[src/rtl/jtag_scan_engine.sv]
// Command-driven JTAG master: walks the TAP through IR/DR scans, resets and idle
// cycles, tracking the TAP state from the TMS it emits and capturing TDO while shifting.
module jtag_scan_engine #(
  parameter int MAX_LEN = 32,
  parameter int LEN_W   = $clog2(MAX_LEN + 1)
) (
  input  logic               TCK,
  input  logic               TRST,
  input  logic               cmd_valid,
  output logic               cmd_ready,
  input  logic [1:0]         cmd_op,
  input  logic [LEN_W-1:0]   cmd_len,
  input  logic [MAX_LEN-1:0] cmd_data,
  output logic               TMS,
  output logic               TDI,
  input  logic               TDO,
  output logic               rsp_valid,
  output logic [MAX_LEN-1:0] rsp_data,
  output logic               busy,
  output logic [3:0]         tap_state
);

  localparam int IDX_W = (MAX_LEN > 1) ? $clog2(MAX_LEN) : 1;

  localparam logic [1:0] OP_RST  = 2'b00;
  localparam logic [1:0] OP_IR   = 2'b01;
  localparam logic [1:0] OP_DR   = 2'b10;

  localparam logic [3:0] TLR   = 4'd0,  RTI   = 4'd1,  SELDR = 4'd2,  CAPDR = 4'd3;
  localparam logic [3:0] SHDR  = 4'd4,  EX1DR = 4'd5,  PSDR  = 4'd6,  EX2DR = 4'd7;
  localparam logic [3:0] UPDR  = 4'd8,  SELIR = 4'd9,  CAPIR = 4'd10, SHIR  = 4'd11;
  localparam logic [3:0] EX1IR = 4'd12, PSIR  = 4'd13, EX2IR = 4'd14, UPIR  = 4'd15;

  typedef enum logic [2:0] {
    S_BOOT, S_IDLE, S_HDR, S_SHIFT, S_TRAIL, S_RST, S_WAIT
  } eng_e;

  function automatic logic [3:0] tap_next(input logic [3:0] s, input logic tms);
    logic [3:0] n;
    n = TLR;
    case (s)
      TLR:     n = tms ? TLR   : RTI;
      RTI:     n = tms ? SELDR : RTI;
      SELDR:   n = tms ? SELIR : CAPDR;
      CAPDR:   n = tms ? EX1DR : SHDR;
      SHDR:    n = tms ? EX1DR : SHDR;
      EX1DR:   n = tms ? UPDR  : PSDR;
      PSDR:    n = tms ? EX2DR : PSDR;
      EX2DR:   n = tms ? UPDR  : SHDR;
      UPDR:    n = tms ? SELDR : RTI;
      SELIR:   n = tms ? TLR   : CAPIR;
      CAPIR:   n = tms ? EX1IR : SHIR;
      SHIR:    n = tms ? EX1IR : SHIR;
      EX1IR:   n = tms ? UPIR  : PSIR;
      PSIR:    n = tms ? EX2IR : PSIR;
      EX2IR:   n = tms ? UPIR  : SHIR;
      UPIR:    n = tms ? SELDR : RTI;
      default: n = TLR;
    endcase
    return n;
  endfunction

  eng_e               st_q;
  logic [3:0]         tap_q, tap_d;
  logic               tms_q, tdi_q, busy_q, rsp_valid_q;
  logic [MAX_LEN-1:0] rsp_data_q, cap_q, data_q;
  logic [IDX_W-1:0]   cidx_q;
  logic [LEN_W-1:0]   cnt_q, len_q, len_d;
  logic [1:0]         op_q;

  // The TMS registered on the previous edge is what the TAP consumes on this one.
  assign tap_d = tap_next(tap_q, tms_q);

  always_comb begin
    len_d = cmd_len;
    if (cmd_len == '0)
      len_d = LEN_W'(1);
    else if (cmd_len > LEN_W'(MAX_LEN))
      len_d = LEN_W'(MAX_LEN);
  end

  always_ff @(posedge TCK or posedge TRST) begin
    if (TRST) begin
      st_q        <= S_BOOT;
      tap_q       <= TLR;
      tms_q       <= 1'b0;
      tdi_q       <= 1'b0;
      busy_q      <= 1'b1;
      rsp_valid_q <= 1'b0;
      rsp_data_q  <= '0;
      cap_q       <= '0;
      cidx_q      <= '0;
      cnt_q       <= '0;
      len_q       <= '0;
      op_q        <= '0;
      data_q      <= '0;
    end else begin
      tap_q       <= tap_d;
      rsp_valid_q <= 1'b0;
      if (tap_q == SHDR || tap_q == SHIR) begin
        cap_q[cidx_q] <= TDO;
        cidx_q        <= cidx_q + IDX_W'(1);
      end
      case (st_q)
        S_BOOT: begin
          tms_q  <= 1'b0;
          busy_q <= 1'b0;
          st_q   <= S_IDLE;
        end
        S_IDLE: begin
          tms_q <= 1'b0;
          tdi_q <= 1'b0;
          if (cmd_valid && cmd_ready) begin
            busy_q <= 1'b1;
            op_q   <= cmd_op;
            len_q  <= len_d;
            data_q <= cmd_data;
            cap_q  <= '0;
            cidx_q <= '0;
            case (cmd_op)
              OP_RST: begin
                tms_q <= 1'b1;
                cnt_q <= LEN_W'(5);
                st_q  <= S_RST;
              end
              OP_IR: begin
                tms_q <= 1'b1;
                cnt_q <= LEN_W'(3);
                st_q  <= S_HDR;
              end
              OP_DR: begin
                tms_q <= 1'b1;
                cnt_q <= LEN_W'(2);
                st_q  <= S_HDR;
              end
              default: begin
                tms_q <= 1'b0;
                cnt_q <= len_d - LEN_W'(1);
                st_q  <= (len_d == LEN_W'(1)) ? S_WAIT : S_RST;
              end
            endcase
          end
        end
        S_HDR: begin
          // Remaining header after the leading 1: DR gives 0,0 and IR gives 1,0,0.
          tms_q <= (cnt_q == LEN_W'(3));
          cnt_q <= cnt_q - LEN_W'(1);
          if (cnt_q == LEN_W'(1)) begin
            cnt_q <= len_q;
            st_q  <= S_SHIFT;
          end
        end
        S_SHIFT: begin
          tms_q  <= (cnt_q == LEN_W'(1));
          tdi_q  <= data_q[0];
          data_q <= data_q >> 1;
          cnt_q  <= cnt_q - LEN_W'(1);
          if (cnt_q == LEN_W'(1)) begin
            cnt_q <= LEN_W'(2);
            st_q  <= S_TRAIL;
          end
        end
        S_TRAIL: begin
          tdi_q <= 1'b0;
          tms_q <= (cnt_q == LEN_W'(2));
          cnt_q <= cnt_q - LEN_W'(1);
          if (cnt_q == LEN_W'(1))
            st_q <= S_WAIT;
        end
        S_RST: begin
          tms_q <= (op_q == OP_RST) && (cnt_q > LEN_W'(1));
          cnt_q <= cnt_q - LEN_W'(1);
          if (cnt_q == LEN_W'(1))
            st_q <= S_WAIT;
        end
        S_WAIT: begin
          tms_q       <= 1'b0;
          busy_q      <= 1'b0;
          rsp_valid_q <= 1'b1;
          rsp_data_q  <= cap_q;
          st_q        <= S_IDLE;
        end
        default: begin
          tms_q <= 1'b0;
          st_q  <= S_BOOT;
        end
      endcase
    end
  end

  assign cmd_ready = (st_q == S_IDLE) && !busy_q && (tap_q == RTI);
  assign TMS       = tms_q;
  assign TDI       = tdi_q;
  assign rsp_valid = rsp_valid_q;
  assign rsp_data  = rsp_data_q;
  assign busy      = busy_q;
  assign tap_state = tap_q;

endmodule

[config.mk]
export PLATFORM = sky130hd
export DESIGN_NAME = jtag_scan_engine
export DESIGN_NICKNAME = d
export VERILOG_FILES = /design/src/rtl/jtag_scan_engine.sv
export SDC_FILE = /design/constraint.sdc
export NUM_CORES = 1
export LEC_CHECK = 0
export BUFFER_PORTS_ARGS = -buffer_cell sky130_fd_sc_hd__buf_2
export CAP_MARGIN = 5
export CORE_MARGIN = 8
export CORE_UTILIZATION = 60
export CTS_BUF_LIST = sky130_fd_sc_hd__clkbuf_4
export DETAILED_ROUTE_END_ITERATION = 16
export PLACE_DENSITY = 0.83
export SLEW_MARGIN = 20
export SYNTH_ARGS = -nofsm -noshare
export SYNTH_HDL_FRONTEND = slang
export SYNTH_SLANG_ARGS = --single-unit
[constraint.sdc]
create_clock -name TCK -period 11.5 [get_ports TCK]
set_input_delay 2.3 -clock TCK [delete_from_list [all_inputs] [get_ports TCK]]
set_output_delay 2.3 -clock TCK [all_outputs]
set_load 0.01 [all_outputs]
======== Word-level counts from Yosys, hierarchy flattened ========
Cells that the tools add are included.
word-level totals
  register bits ........................... 126
  output and inout port bits .............. 41
  word-level logic and storage cells ...... 125
operators by class
  add/subtract/negate cells ............... 3
  magnitude comparators ................... 4
  eq/ne operators ......................... 31
  multiplexer cells ....................... 45
  reductions and logical operators ........ 29
operators by type and width
  kind                                                                             count
  32-bit two-way mux                                                               4
  32-bit case mux with 2 select lines                                              1
  4-bit case mux with 12 select lines                                              1
  32-bit bitwise mux                                                               1
  4-bit equality test, second input constant                                       8
  6-bit two-way mux                                                                5
  6-bit case mux with 4 select lines                                               1
  3-bit two-way mux                                                                6
  6-bit case mux with 3 select lines                                               1
  4-bit by 3-bit equality test with 1-bit output, second input constant            4
  4-bit two-way mux                                                                4
  5-bit two-way mux                                                                3
  3-bit case mux with 5 select lines                                               1
  6-bit by 1-bit equality test with 1-bit output, second input constant            2
  6-bit by 2-bit equality test with 1-bit output, second input constant            2
  2-bit OR reduction                                                               6
  6-bit by 1-bit subtractor with 6-bit output, second input constant               2
  3-bit equality test, second input constant                                       3
  4-bit by 2-bit equality test with 1-bit output, second input constant            2
  1-bit two-way mux                                                                8
  2-bit two-way mux                                                                4
  2-bit AND reduction                                                              4
  3-bit by 2-bit equality test with 1-bit output, second input constant            2
  6-bit by 1-bit greater-than comparator with 1-bit output, second input constant  1
  other kinds (25)                                                                 36

======== Depth between registers and ports, before layout ========
Gate-level depths: netlist of the first run.
  depth in word-level cells ............... 8
  gate-level depth with buffers ........... 8
  gate-level depth less buffers ........... 8

======== Least setup slack after synthesis of the first run ========
Ideal clock, no wire load.
  path type ............................... input-to-reg
  start ................................... input port cmd_len[4]
  end ..................................... register cnt_q[2]
  arrival time ............................ 3.769 ns
  path slack .............................. 7.665 ns
  stages on the path ...................... 8
  cell sequence ........................... nor4_1 o21ba_2 inv_1 ha_1 or2_2 a311o_1 o211ai_1 a22o_1
between the ends
  cells in the longest elaborated chain, start to end .. 7
RTL lines
  item                                             RTL line  text
  start, declared                                  12        input logic [LEN_W-1:0] cmd_len,
  6-bit greater-than comparator                    78        else if (cmd_len > LEN_W'(MAX_LEN))
  6-bit two-way mux                                78
  6-bit two-way mux (*)                            76        if (cmd_len == '0)
  net len_d[0]                                     68        logic [LEN_W-1:0] cnt_q, len_q, len_d;
  6-bit by 1-bit subtractor with 6-bit output (*)  138       cnt_q <= len_d - LEN_W'(1);
  6-bit case mux with 3 select lines (*)           120       case (cmd_op)
  6-bit two-way mux (*)                            113       if (cmd_valid && cmd_ready) begin
  6-bit case mux with 4 select lines (*)           104       case (st_q)
  end signal, assigned                             138
  end signal, assigned                             147       cnt_q <= cnt_q - LEN_W'(1);
  end signal, assigned                             149       cnt_q <= len_q;
  end, declared                                    68
The timed path passes the listed nets; every way through them passes the cells marked *. The select of a mux whose other input is x is not followed.
A chain may end at the register's enable or synchronous reset.

======== Worst setup path in the final report of the first run ========
  start ................................... register st_q[2]
  end ..................................... output port cmd_ready
between the ends
  cells in the longest elaborated chain, start to end .. 3
RTL lines
  item                                            RTL line  text
  start, declared                                 63        eng_e st_q;
  start signal, assigned                          139       st_q <= (len_d == LEN_W'(1)) ? S_WAIT : S_RST;
  3-bit by 1-bit equality test with 1-bit output  191       assign cmd_ready = (st_q == S_IDLE) && !busy_q && (tap_q == RTI);
  1-bit logical AND (2 in a row)                  191
  end, declared                                   10        output logic cmd_ready,
Every way passes these cells.

==> flow_summary_export.csv, run 1 <==
group,metric,value,unit
grt,antenna_found_initial,0,
logic_synthesis,synth_ff_type,"dfrtp_1",
logic_synthesis,synth_seq_cells,126,
grt,grt_use_total,20.47,%
logic_synthesis,avgSynthCellArea,9.994,µm²
cts,clockBufferDepth,2,
placed_design,detailed_place_hpwl,9.562,mm
cts,numClockSinks,126,
sta,period_share,36.49,%
setup_path,worstReg2RegStart,"tap_state[2]",
setup_path,slowest_delay,0.62,ns
sta,finalSetupViolCount,0,
cells_and_area,layout_commonest_cell,"dfrtp_1",
logic_synthesis,synth_edf_count,0,
setup_path,crit_chain,"nor2_1 -> nand2_1 -> nor3_1 -> buf_2",
grt,grt_pass1_vias,5036,
drt,drcViolationCount,0,
setup_path,required,9.20,ns
logic_synthesis,netlist_area,6236,µm²
floorplanning,fp.dieH,117.9,µm
grt,grt-ovfl-total,0,
run_status,outcome,"complete, no violations",
setup_path,crit_family,"simple AND/OR/NAND/NOR gates",
drt,dr.pass1.iters,5,
logic_synthesis,synthCells,624,
placed_design,dp.cells,802,
logic_synthesis,yosysUniqueCellTypes,59,
cells_and_area,fin_nets,740,
sta,worst_pin_slew,0.9938,ns
setup_path,path_max_fanout,16,
drt,routed_wl,13.76,mm
setup_path,cp_slowest_cell,"dfrtp_1",
cells_and_area,fin_area,6889,µm²
pwr,p_per_area,269.6,nW/µm²
drt,wl_per_cell,16.49,µm
setup_path,rr_endpoint,"data_q[31]",
logic_synthesis,yosysTopAreaCellShare,50.16,%
hold_path,hp-start,"data_q[12]",
sta,fmax,0.2383,GHz
cts,cts_resized,0,
run,drv_cap,0,
pwr,power,1.857,mW
cells_and_area,layout_common_cells,"125 x dfrtp_1, 84 x buf_2, 69 x nand2_1, 67 x o21ai_0, 47 x mux2i_1",
floorplanning,row_count,37,
floorplanning,core,10230,µm²
logic_synthesis,yosysSeqAreaShare,50.58,%
logic_synthesis,synthTopCellsByArea,"dfrtp_1 50%, mux2i_1 7.5%, mux2_2 5.8%, o21ai_0 5.4%, nand2_1 4.2%",
sta,max_slew_margin,33.67,%
cts,clkLatencyLatePin,0.51,ns
placed_design,io_buffers,84,
sta,totalNegativeSetupSlack,0,ns
cts,cts_tree,"done",
cts,clk_pin_slew,0.13,ns
sta,min_period,4.196,ns
cells_and_area,areaGrowthSynthToFinish,10.47,%
setup_path,worstPathArrival,1.90,ns
pwr,vdd_drop_max,144.9,µV
cts,post_cts_buffers,0,
cts,hold_buffers,0,
floorplanning,die_w,117.9,µm
floorplanning,initial_core_util,60.95,%
setup_path,path_buf_inv,1,
drt,drtAntennaViolNets,0,
placed_design,post-place-ws,7.275,ns
logic_synthesis,yosysWarnings,0,
logic_synthesis,syn_nets,679,
setup_path,start_kind,"flop",
sta,worst_slack,7.304,ns
setup_path,critPathKind,"flop to output port",
hold_path,whs_path_depth,2,
sta,grt_setup_unrepaired,"no",
grt,grt_pass1_wl,23.78,mm
hold_path,hold_path.class,"flop to flop",
setup_path,ff2ff_path_depth,4,
cells_and_area,num_antenna_cells,0,
cts,htree_levels,4,
floorplanning,die-area,13910,µm²
placed_design,post_dp_cell_area,6649,µm²
grt,grt_max_degree,87,
floorplanning,io_pins,85,
logic_synthesis,synth_top_area_cell,"dfrtp_1",
hold_path,worstHoldEndpoint,"data_q[12]",
setup_path,crit_path_end_kind,"output port",
setup_path,rrSetupSlack,8.67,ns
cts,cts_buffers,17,
sta,final_max_slew_viol_count,0,
logic_synthesis,synthArstFlopShare,100.0,%
drt,viasPerCell,5.790,
sta,report.final.hold_viol_count,0,
cts,cts-root-buf,"clkbuf_4",
placed_design,gp_routability_congestion,0.9147,
cells_and_area,finalNonFillerCells,834,
drt,dr.first_iter.drc_count,429,
drt,vias,4829,
pwr,p_leak,3.309,nW
setup_path,startpoint,"st_q[2]",
sta,fin_skew,0.02119,ns
cells_and_area,drive_gt1_share,23.50,%
==> report_power, final <==
part | switching [mW] | internal, mW | leakage, nW
sequential | 0.171 | 0.642 | 1.57
combinational | 0.455 | 0.329 | 1.61
clock | 0.171 | 0.0903 | 0.126
==> final cells by class <==
| type | instances | area (µm²) |
|---|---|---|
| flip-flops and latches | 126 | 3154 |
| fillers | 841 | 3342 |
| multi-input cells | 436 | 2811 |
| well taps | 136 | 170.2 |
| inverters | 16 | 62.56 |
| clock buffers | 19 | 142.6 |
| repair buffers | 88 | 454.2 |
| clock inverters | 13 | 93.84 |
==> how the worst max path moves through the flow <==
stage	end	cells past startpoint
floorplan	TDI	1
global placement	data_q[31]	5
detailed placement	data_q[31]	5
CTS	cmd_ready	4
global route	cmd_ready	4
finish	cmd_ready	4
==> cell usage after synthesis, types with 6 or more instances <==
cell type,n
nand2b_1,7
a21oi_1,34
o211ai_1,6
clkbuf_1,26
nand2_1,70
o21ai_0,67
buf_1,7
nand3_1,30
buf_2,6
nor2_1,41
nand4_1,14
nor3_1,10
o31ai_1,6
mux2i_1,47
inv_1,16
ha_1,11
dfrtp_1,125
mux2_2,32
==> sequential cells by signal (all words and copies together), names as in the netlist <==
| name | flops |
|---|---|
| len_q | 6 |
| cnt_q | 6 |
| TDI | 1 |
| data_q | 32 |
| cidx_q | 5 |
| cap_q | 32 |
| op_q | 2 |
| st_q | 3 |
| TMS | 1 |
| rsp_data | 32 |
| tap_state | 4 |
| busy | 1 |
| rsp_valid | 1 |
==> logic make-up after synthesis <==
group                    count (synthesis)  synth area share (%)
AO/OA/AOI/OAI                          141                 13.26
AND/OR/NAND/NOR                        199                 15.27
flip-flops                             126                 50.58
adder cells (fa/ha/maj)                 11                 2.207
multiplexers                            79                 13.32
XOR/XNOR                                 6                0.8427
buffers and inverters                   62                 4.514
==> per-stage QoR <==
step	hold WS (ns)	utilization, %
global placement	0.4623	64.99
floorplan	0.4454	-
CTS	0.4969	67.30
global route	0.5193	67.34
detailed placement	0.4697	64.99
finish	0.4955	67.34
==> routing by layer <==
layer	global-route usage, %	vias up	routed length, µm
met5	0	-	0
met4	9.127	0	160
met3	4.892	16	783
met2	34.66	148	6955
met1	24.28	2328	5856
li1	-	2337	-
==> worst reg2reg max path, delay by kind of cell, from the launching register on <==
kind             cells  cell delay [ns]
AND/OR/NAND/NOR      2             1.28
flip-flops           1             0.55
AO/OA/AOI/OAI        2             0.91
(Power assumes the default switching activity.)
==> run 2: changes to the inputs <==
--- a/config.mk
+++ b/config.mk
@@ -8,10 +8,10 @@
 export BUFFER_PORTS_ARGS = -buffer_cell sky130_fd_sc_hd__buf_2
 export CAP_MARGIN = 5
 export CORE_MARGIN = 8
-export CORE_UTILIZATION = 60
+export CORE_UTILIZATION = 54
 export CTS_BUF_LIST = sky130_fd_sc_hd__clkbuf_4
 export DETAILED_ROUTE_END_ITERATION = 16
-export PLACE_DENSITY = 0.83
+export PLACE_DENSITY = 0.79
 export SLEW_MARGIN = 20
 export SYNTH_ARGS = -nofsm -noshare
 export SYNTH_HDL_FRONTEND = slang
==> constraint.sdc (replaced) <==
create_clock -name TCK -period 3.85 [get_ports TCK]
set_input_delay 0.77 -clock TCK [delete_from_list [all_inputs] [get_ports TCK]]
set_output_delay 0.77 -clock TCK [all_outputs]
set_load 0.01 [all_outputs]
==> run 2 against run 1 <==
- worst hold slack worse by 0.095 ns
- power increased to 3.0 times the previous value
- critical path depth unchanged
- non-clock buffer count grew 3
- cell area up 0.96%
- sequential share of layout area down 0.44 points
- register-to-register slack got worse by 7.4 ns
- flip-flop and latch count stayed put
- clock skew fell by 0.0037 ns
- largest cell class unchanged
- via count is 0.39% higher
==> flow_summary_export.csv, run 2 (synthesis gave the netlist of run 1 again) <==
group,metric,value,unit
run_status,outcome,"complete, no violations",
pwr,power,5.664,mW
sta,fmax,0.3629,GHz
setup_path,crit_chain,"nor2_1 -> nand2_1 -> nor3_1 -> buf_2",
grt,antenna_found_initial,0,
cells_and_area,finalNonFillerCells,843,
drt,drtAntennaViolNets,0,
cts,hold_buffers,0,
grt,grt_pass1_wl,23.25,mm
floorplanning,io_pins,85,
sta,report.final.hold_viol_count,0,
cells_and_area,fillCellCount,964,
sta,worst_pin_slew,0.9003,ns
cells_and_area,layout_common_cells,"125 x dfrtp_1, 84 x buf_2, 70 x nand2_1, 67 x o21ai_0, 47 x mux2i_1",
setup_path,start_kind,"flop",
cells_and_area,fin_nets,743,
run,drv_cap,0,
sta,totalNegativeSetupSlack,0,ns
cts,post_cts_buffers,0,
setup_path,worstPathArrival,1.99,ns
sta,fin_skew,0.01745,ns
drt,dr.first_iter.drc_count,423,
floorplanning,core,11370,µm²
cts,numClockSinks,126,
drt,wl_per_cell,16.35,µm
placed_design,detailed_place_hpwl,9.723,mm
pwr,vdd_drop_max,406.1,µV
setup_path,path_max_fanout,16,
floorplanning,fp.dieH,123.5,µm
floorplanning,row_count,39,
drt,viasPerCell,5.751,
pwr,p_leak,3.339,nW
setup_path,critPathKind,"flop to output port",
setup_path,slowest_delay,0.61,ns
cts,clockBufferDepth,2,
hold_path,hold_path.class,"input pin to asynchronous set/reset pin",
setup_path,crit_path_end_kind,"output port",
floorplanning,die-area,15240,µm²
setup_path,cp_slowest_cell,"dfrtp_1",
cts,cts_tree,"done",
cts,htree_levels,4,
sta,worst_slack,1.094,ns
placed_design,io_buffers,84,
drt,dr.pass1.iters,5,
pwr,p_per_area,814.3,nW/µm²
floorplanning,die_w,123.5,µm
cts,clkLatencyLatePin,0.55,ns
cells_and_area,drive_gt1_share,22.43,%
grt,grt_max_degree,57,
cts,cts-root-buf,"clkbuf_4",
drt,vias,4848,
cells_and_area,num_antenna_cells,0,
placed_design,post-place-ws,1.271,ns
cts,clk_pin_slew,0.11,ns
cells_and_area,areaGrowthSynthToFinish,11.54,%
setup_path,required,3.08,ns
grt,grt_pass1_vias,4887,
grt,grt-ovfl-total,0,
sta,grt_setup_unrepaired,"no",
placed_design,dp.cells,812,
cells_and_area,layout_commonest_cell,"dfrtp_1",
cts,cts_resized,0,
floorplanning,initial_core_util,54.85,%
drt,drcViolationCount,0,
grt,grt_use_total,19.20,%
sta,final_max_slew_viol_count,0,
sta,min_period,2.756,ns
cts,cts_buffers,17,
drt,routed_wl,13.78,mm
placed_design,gp_routability_congestion,0.8821,
sta,max_slew_margin,39.86,%
sta,period_share,71.57,%
sta,finalSetupViolCount,0,
-- run 2: cell types whose count changed in the layout (fill, tap and decap cells not counted), sizes merged --
cell | before | now
buf | 88 | 91
bufinv | 0 | 3
clkinvlp | 3 | 1
inv | 17 | 15
clkbuf | 19 | 18
clkinv | 9 | 10
-- run 2: power by group --
group	internal, mW	leakage (nW)	total (mW)	switching, mW
combinational	0.988	1.62	2.35	1.37
sequential	1.92	1.57	2.42	0.501
clock	0.433	0.143	0.890	0.457
total	3.34	3.34	5.66	2.32
-- run 2: routing by layer --
layer / vias up / routed length, µm / global-route usage (%)
li1: 2345 / - / -
met1: 2319 / 5737 / 23.07
met2: 160 / 6796 / 31.09
met3: 24 / 1009 / 5.845
met4: 0 / 240 / 9.029
met5: - / 0 / 0
-- run 2: worst paths after layout --
path,to,cells past startpoint,slack (ns),from
max,cmd_ready,4,1.09,st_q[2]
min,cnt_q[1],2,0.40,TRST
max reg2reg,cap_q[3],6,1.25,tap_state[2]
min reg2reg,data_q[2],2,0.49,data_q[2]
max in group asynchronous,busy,3,2.49,TRST
min in group TCK,data_q[31],2,0.48,cmd_data[31]
-- run 2: area by class of cell --
class	count	area [µm²]	area share, %
clock buffers	18	135.1	1.943
clock inverters	13	128.9	1.853
inverters	16	63.81	0.9174
multi-input cells	436	2809	40.38
flip-flops and latches	126	3154	45.35
well taps	143	178.9	2.572
repair buffers	91	485.5	6.980
-- run 2: worst max-delay path, delay by kind of cell, from the launching register on --
| family | cells | cell delay [ns] |
|---|---|---|
| flip-flops | 1 | 0.61 |
| AND/OR/NAND/NOR | 3 | 0.66 |
| buffers and inverters | 1 | 0.16 |
-- run 2: stage by stage --
stage / area [µm²] / utilization (%) / hold slack, ns
after floorplan: 6240 / - / 0.4454
after global placement: 6691 / 58.85 / 0.4613
after detailed placement: 6691 / 58.85 / 0.4669
after CTS: 6955 / 61.18 / 0.3884
after global routing: 6955 / 61.18 / 0.4193
final: 6955 / 61.18 / 0.4000
==> run 3: changes to the inputs <==
==> constraint.sdc (replaced) <==
create_clock -name TCK -period 2.4 [get_ports TCK]
set_input_delay 0.48 -clock TCK [delete_from_list [all_inputs] [get_ports TCK]]
set_output_delay 0.48 -clock TCK [all_outputs]
set_load 0.01 [all_outputs]
==> run 3 against run 2 <==
- combinational power is 72% higher
- sequential power rose by 57%
- power rose by 61%
- cell area increased by 1.3%
- critical path depth did not move
- flip-flop and latch count did not move
==> flow_summary_export.csv, run 3 (synthesis gave the netlist of run 1 again) <==
group,metric,value,unit
cts,htree_levels,4,
floorplanning,die-area,15240,µm²
cts,cts_resized,1,
setup_path,worstReg2RegStart,"tap_state[1]",
sta,finalSetupViolCount,0,
cells_and_area,fin_area,7046,µm²
floorplanning,row_count,39,
cts,cts_tree,"done",
run_status,outcome,"complete, no violations",
sta,final_max_slew_viol_count,0,
sta,fmax,0.4347,GHz
cells_and_area,fin_nets,753,
floorplanning,io_pins,85,
cells_and_area,num_antenna_cells,0,
grt,grt_max_degree,127,
pwr,power,9.134,mW
cts,clk_pin_slew,0.10,ns
cts,clkLatencyLatePin,0.53,ns
grt,grt_pass1_wl,23.43,mm
cells_and_area,layout_commonest_cell,"dfrtp_1",
drt,vias,4920,
floorplanning,initial_core_util,54.85,%
drt,viasPerCell,5.761,
grt,grt-ovfl-total,0,
drt,wl_per_cell,16.27,µm
setup_path,rrSetupSlack,0.22,ns
setup_path,rr_endpoint,"cap_q[22]",
cells_and_area,finalNonFillerCells,854,
drt,dr.pass1.iters,6,
placed_design,detailed_place_hpwl,9.688,mm
pwr,vdd_drop_max,733.1,µV
placed_design,io_buffers,84,
pwr,p_per_area,1296,nW/µm²
setup_path,critPathKind,"flop to output port",
placed_design,dp.cells,822,
run,drv_cap,0,
sta,report.final.hold_viol_count,0,
pwr,p_leak,3.399,nW
setup_path,start_kind,"flop",
cts,cts-root-buf,"clkbuf_4",
hold_path,hold_path.class,"input pin to asynchronous set/reset pin",
floorplanning,die_w,123.5,µm
sta,max_slew_margin,52.63,%
setup_path,path_max_fanout,10,
cts,hold_buffers,0,
setup_path,crit_path_end_kind,"output port",
drt,dr.first_iter.drc_count,382,
cts,cts_buffers,17,
setup_path,ff2ff_path_depth,5,
floorplanning,core,11370,µm²
cells_and_area,drive_gt1_share,25.04,%
sta,min_period,2.301,ns
sta,fin_skew,0.01582,ns
sta,worst_pin_slew,0.7106,ns
cts,clockBufferDepth,2,
cts,post_cts_buffers,0,
drt,routed_wl,13.90,mm
setup_path,worstPathArrival,1.82,ns
cells_and_area,areaGrowthSynthToFinish,12.98,%
sta,totalNegativeSetupSlack,0,ns
drt,drcViolationCount,0,
grt,grt_pass1_vias,4923,
grt,antenna_found_initial,0,
sta,grt_setup_unrepaired,"no",
grt,grt_use_total,19.36,%
placed_design,post_dp_cell_area,6792,µm²
floorplanning,fp.dieH,123.5,µm
setup_path,required,1.92,ns
placed_design,gp_routability_congestion,0.9084,
sta,period_share,95.86,%
cells_and_area,layout_common_cells,"124 x dfrtp_1, 84 x buf_2, 70 x nand2_1, 67 x o21ai_0, 47 x mux2i_1",
drt,drtAntennaViolNets,0,
cts,numClockSinks,126,
run 3: worst max-delay path by stage:
stage / slack (ns) / to / start / cells after the start
after CTS: 0.005 / cmd_ready / st_q[2] / 4
final: 0.1 / cmd_ready / st_q[1] / 4
after global routing: 0.003 / cmd_ready / st_q[1] / 4
after global placement: 0.19 / cnt_q[2] / cmd_len[4] / 9
after detailed placement: 0.12 / cnt_q[2] / cmd_len[4] / 9
after floorplan: 0.32 / cnt_q[2] / tap_state[1] / 7
run 3: critical path, cell delays in order, from the launching register on:
cell,delay (ns)
dfrtp_1,0.54
nor2_2,0.28
nand2_1,0.12
nor3_2,0.18
buf_2,0.18
run 3: area by class of cell:
class                      count  area, µm²
fill                         963       4324
sequential                   126       3156
multi-input combinational    436       2824
timing repair buffer         101      585.6
tap                          143      178.9
clock buffer                  22      165.2
clock inverter                10      72.57
inverter                      16      63.81
run 3: where the power goes:
group | switching (mW) | internal [mW] | leakage [nW]
Sequential | 0.707 | 3.08 | 1.57
Combinational | 2.34 | 1.71 | 1.68
Clock | 0.744 | 0.552 | 0.146
run 3: layer usage:
metal | track usage (%) | up-vias | wire, µm
met5 | 0 | - | 0
met4 | 7.148 | 0 | 234
li1 | - | 2361 | -
met3 | 5.708 | 22 | 961
met1 | 23.59 | 2384 | 5853
met2 | 31.97 | 153 | 6848
run 3: stage by stage:
stage          hold slack (ns)  setup WS (ns)  utilization (%)
2_1_floorplan           0.4454         0.3241                -
3_3_place_gp            0.4616         0.1918            59.73
3_5_place_dp            0.4697         0.1238            59.73
4_1_cts                 0.1417       0.005241            61.85
5_1_grt                 0.1687       0.003351            61.97
6_report                0.1009        0.09940            61.97
